File: config.mk
export PLATFORM = sky130hd
export DESIGN_NAME = halve_tokens
export DESIGN_NICKNAME = d
export VERILOG_FILES = /design/src/rtl/halve_tokens.sv
export SDC_FILE = /design/constraint.sdc
export NUM_CORES = 1
export LEC_CHECK = 0
export CAP_MARGIN = 20
export CORE_ASPECT_RATIO = 0.9
export CORE_MARGIN = 1
export CORE_UTILIZATION = 40
export DETAILED_ROUTE_END_ITERATION = 6
export PLACE_DENSITY = 0.63
export SYNTH_ARGS = -nofsm -noshare
export SYNTH_HDL_FRONTEND = slang
export SYNTH_SLANG_ARGS = --single-unit
File: constraint.sdc
create_clock -name clk -period 2.8 [get_ports clk]
set_clock_uncertainty 0.05 [all_clocks]
set_input_delay 0.42 -clock clk [delete_from_list [all_inputs] [get_ports clk]]
set_output_delay 0.42 -clock clk [all_outputs]
set_load 0.05 [all_outputs]
File: src/rtl/halve_tokens.sv
// Serial token halver: measures runs of '1' on a, queues half-lengths, and replays
// them on b. Odd runs, over-long runs and queue overruns raise sticky flags.
module halve_tokens #(
  parameter int MAX_RUN = 400,
  parameter int DEPTH   = 4
) (
  input  logic clk,
  input  logic rst,
  input  logic a,
  output logic b,
  output logic odd_err,
  output logic overflow,
  output logic busy
);

  localparam int RCW = $clog2(MAX_RUN + 2);
  localparam int PW  = (DEPTH > 1) ? $clog2(DEPTH) : 1;
  localparam int CW  = $clog2(DEPTH + 1);

  localparam logic [RCW-1:0] RC_MAX   = RCW'(MAX_RUN);
  localparam logic [RCW-1:0] RC_SAT   = RCW'(MAX_RUN + 1);
  localparam logic [RCW-1:0] E_ONE    = RCW'(1);
  localparam logic [CW-1:0]  CNT_FULL = CW'(DEPTH);
  localparam logic [PW-1:0]  PTR_LAST = PW'(DEPTH - 1);

  logic [RCW-1:0] rc_q, rc_d;
  logic [RCW-1:0] e_q, e_d;
  logic [RCW-1:0] mem_q [DEPTH];
  logic [PW-1:0]  wr_q, wr_d, rd_q, rd_d;
  logic [CW-1:0]  cnt_q, cnt_d;
  logic           odd_q, odd_d;
  logic           ovf_q, ovf_d;

  logic [RCW-1:0] half;
  logic run_end, over_long, push_req, push, pop, drop, q_empty, q_full;

  function automatic logic [PW-1:0] ptr_inc(input logic [PW-1:0] p);
    return (p == PTR_LAST) ? '0 : p + PW'(1);
  endfunction

  always_comb begin
    half      = rc_q >> 1;
    run_end   = ~a & (rc_q != '0);
    over_long = a & (rc_q == RC_MAX);
    push_req  = run_end & (rc_q <= RC_MAX) & (half != '0);
    q_empty   = (cnt_q == '0);
    q_full    = (cnt_q == CNT_FULL);
    // Popping while e==1 chains replays with no gap on b.
    pop       = ~q_empty & (e_q <= E_ONE);
    // A full queue still accepts a push when a pop frees a slot in the same cycle.
    push      = push_req & (~q_full | pop);
    drop      = push_req & q_full & ~pop;

    if (a) rc_d = (rc_q == RC_SAT) ? rc_q : rc_q + RCW'(1);
    else   rc_d = '0;

    if (pop)              e_d = mem_q[rd_q];
    else if (e_q != '0)   e_d = e_q - RCW'(1);
    else                  e_d = '0;

    wr_d = push ? ptr_inc(wr_q) : wr_q;
    rd_d = pop  ? ptr_inc(rd_q) : rd_q;

    unique case ({push, pop})
      2'b10:   cnt_d = cnt_q + CW'(1);
      2'b01:   cnt_d = cnt_q - CW'(1);
      default: cnt_d = cnt_q;
    endcase

    odd_d = odd_q | (run_end & rc_q[0]);
    ovf_d = ovf_q | over_long | drop;
  end

  always_ff @(posedge clk) begin
    if (rst) begin
      rc_q  <= '0;
      e_q   <= '0;
      wr_q  <= '0;
      rd_q  <= '0;
      cnt_q <= '0;
      odd_q <= 1'b0;
      ovf_q <= 1'b0;
    end else begin
      rc_q  <= rc_d;
      e_q   <= e_d;
      wr_q  <= wr_d;
      rd_q  <= rd_d;
      cnt_q <= cnt_d;
      odd_q <= odd_d;
      ovf_q <= ovf_d;
    end
  end

  // Storage needs no reset: validity is tracked by cnt_q.
  always_ff @(posedge clk) begin
    if (push) mem_q[wr_q] <= half;
  end

  assign b        = (e_q != '0) & ~ovf_q;
  assign odd_err  = odd_q;
  assign overflow = ovf_q;
  assign busy     = (rc_q != '0) | ~q_empty | (e_q != '0);

endmodule

==> results.txt <==
critical path's top delay family - simple AND/OR/NAND/NOR gates
Clk pwr share - 0.299
Net Sw Frac - 0.3022
first-pass GRT wire length - 8.169 mm
Total GRT Usage - 0.1597
CP Launch Type - flop
met2 WL - 2.278 mm
post-route insts no fill - 341
Unique masters post-synth - 43
die span in y - 80.38 microns
Max Cap Viol - 0
final hold vios - 0
# setup viols final - 0
clk root buf - clkbuf_8
crit path kind - flop to flop
Slew Limit Headroom - 0.5286
number of flops mapped to enable cells by yosys - 32
via count - 1692
# port buffers - 6
vias in the first global route - 1659
hpwl dp - 3.524 mm
fraction of layout cells with a size suffix above 1 - 0.2072
num ports - 7
vias per std cell - 4.962
layout filler cell count - 645
Layout Area Growth over Synthesis - 15.90%
CP Buf/Inv Count - 1
yosys warns - 0
register bit total from synthesis - 61
Die ar. - 7160 sq um
syn_area_per_cell - 12.30 sq um
highest metal used - met4
P per Cell Area - 717.9 nW/um^2
WL met3 - 236 microns
Initial DRT Pass Iterations - 4
crit end category - flop
setup TNS - 0 ns
minimum clock period - 2.662 ns
max-slew violations - 0
Die X - 89.09 microns
CTS buffer count - 9
dominant synthesized flop cell - edfxtp_1
Clock Path Buffers - 2
Slew @ Worst Pin - 0.7024 ns
part of the power in combinational logic - 0.246
crit-path cells - inv_1, ha_2, or3b_1, a211o_1, a31o_4, nand2_1, fa_1, or2_2, o32ai_1
Peak supply drop - 0.2971 mV
fin crit share - 0.9508
Yosys top cell by area - edfxtp_1
slowest CP cell - fa_1
largest net degree at the start of global routing - 16
Leak Pwr - 1.160 nW
WL final - 4.909 mm
post-route setup slack - 0.1378 ns
Nets - 261
Mapped Area - 2730 sq um
P_sw - 0.0006864 W
DRC - 0
DR WL/cell - 14.40 microns
ant diodes - 0
initial DRC count - 88
Rows - 28
P_int - 0.001585 W
DP Worst Slack - 0.04420 ns
count leader, synth - edfxtp_1
placed cell count - 325
Final ANT Viol Nets - 0
Required @ worst endpoint - 2.99 ns
post-synth top area share - 0.3520
CP Max Fanout - 5
# hold bufs at CTS - 0
Clock transition at path regs - 0.07 ns
worst hold path class - flop to flop
RSZ-0062 raised after global routing - no
CP max stage delay - 0.42 ns
GPL Wtd Cong - 0.7358
crit path DAT - 2.85 ns
synth top area cells - edfxtp_1, dfxtp_1, mux4_2, ha_1, nor2_1
Initial Utilization - 0.4145
Post-Syn Nets - 237
Clock H-tree levels - 3
clk sinks - 61
initial antenna violation count - 0
sequential area share after synthesis - 0.5646
status - complete, no violations
Mapped Cells - 222
f_max - 0.3756 GHz
Seq pwr share - 0.456
Core Region - 6586 sq um
wl on met1 - 2.357 mm
CTS tree - yes
synth cell count leaders - edfxtp_1, dfxtp_1, nor2_1
Async SR Flop Fraction - 0
Clk Latency, worst-skew pair - 0.33 ns
Remaining Overflow, GRT - 0
-- registers in the layout, summed over array words and instances (netlist names), named ones only --
name,flops
wr_q,2
rc_q,9
e_q,9
odd_err,1
overflow,1
rd_q,2
cnt_q,3
mem_q,32
-- power by group through the flow --
stage | clock network (W) | registers, W | logic (W)
after floorplan | 0 | 0.00105 | 0.000427
after global placement | 0 | 0.00105 | 0.000554
after detailed placement | 0 | 0.00106 | 0.000560
after CTS | 0.000698 | 0.00104 | 0.000564
after global routing | 0.000735 | 0.00104 | 0.000631
final | 0.000678 | 0.00103 | 0.000558
-- through the flow --
step | util | instance area (sq um) | hold slack, ns | power [W]
2_1_floorplan | - | 2736 | 0.4325 | 0.001472
3_3_place_gp | 0.4523 | 2979 | 0.4313 | 0.001609
3_5_place_dp | 0.4523 | 2979 | 0.4280 | 0.001616
4_1_cts | 0.4791 | 3156 | 0.4529 | 0.002298
5_1_grt | 0.4804 | 3164 | 0.5073 | 0.002410
6_report | 0.4804 | 3164 | 0.4444 | 0.002272
-- what timing repair did --
action	CTS	global route
buffers inserted	0	0
gates resized for setup	0	4
endpoints found under the setup margin	0	3
-- placed cells by master, fill, tap and decap left out, drive strengths merged, types with 2 or more instances in the layout --
cell type / count
a21oi: 6
a22oi: 8
a31o: 2
a31oi: 2
and2: 5
and3: 4
buf: 16
clkbuf: 10
clkdlybuf4s50: 4
clkinv: 5
dfxtp: 29
edfxtp: 32
ha: 11
inv: 11
mux2: 2
mux2i: 7
mux4: 8
nand2: 7
nand2b: 4
nand3: 6
nor2: 29
nor3: 4
nor4: 2
o21ai: 4
or3: 7
or3b: 2
xnor2: 6
xor2: 6
-- final cells by class --
| type | instances | area [sq um] | area share |
|---|---|---|---|
| Clock buffer | 10 | 137.6 | 0.04350 |
| Clock inverter | 6 | 38.79 | 0.01226 |
| Inverter | 11 | 41.29 | 0.01305 |
| Multi-Input combinational cell | 142 | 1116 | 0.3527 |
| Sequential cell | 61 | 1545 | 0.4883 |
| Tap cell | 90 | 112.6 | 0.03559 |
| Timing Repair Buffer | 21 | 172.7 | 0.05457 |
-- tightest hold or removal path, delay by kind of cell, from the launching register on --
family / cells / cell delay, ns
DFF: 1 / 0.34
and+or+nand+nor: 1 / 0.07
AOI/OAI and AO/OA: 1 / 0.05
-- cell families after synthesis --
logic type	after synthesis	share of synthesized area
buffers and inverters	19	0.02979
xor gates and xnor gates	12	0.03850
muxes	17	0.09991
and+or+nand+nor	74	0.1370
AOI/OAI and AO/OA	27	0.07241
adders and majority gates	12	0.05774
DFF	61	0.5646
-- per-layer routing --
metal / GRT usage / up-vias
li1: - / 850
met1: 0.2075 / 814
met2: 0.2458 / 23
met3: 0.05858 / 5
met4: 0.05238 / 0
met5: 0 / -
-- path summary, 6_finish.rpt --
path                        start  depth (start not counted)  slack [ns]               endpoint
max          rc_q[0]$_SDFFE_PP0P_                          9        0.14  cnt_q[1]$_SDFFE_PP0P_
min            odd_err$_SDFF_PP0_                          2        0.44     odd_err$_SDFF_PP0_
max reg2reg  rc_q[0]$_SDFFE_PP0P_                          9        0.14  cnt_q[1]$_SDFFE_PP0P_
min reg2reg    odd_err$_SDFF_PP0_                          2        0.44     odd_err$_SDFF_PP0_
(Power assumes the default switching activity.)
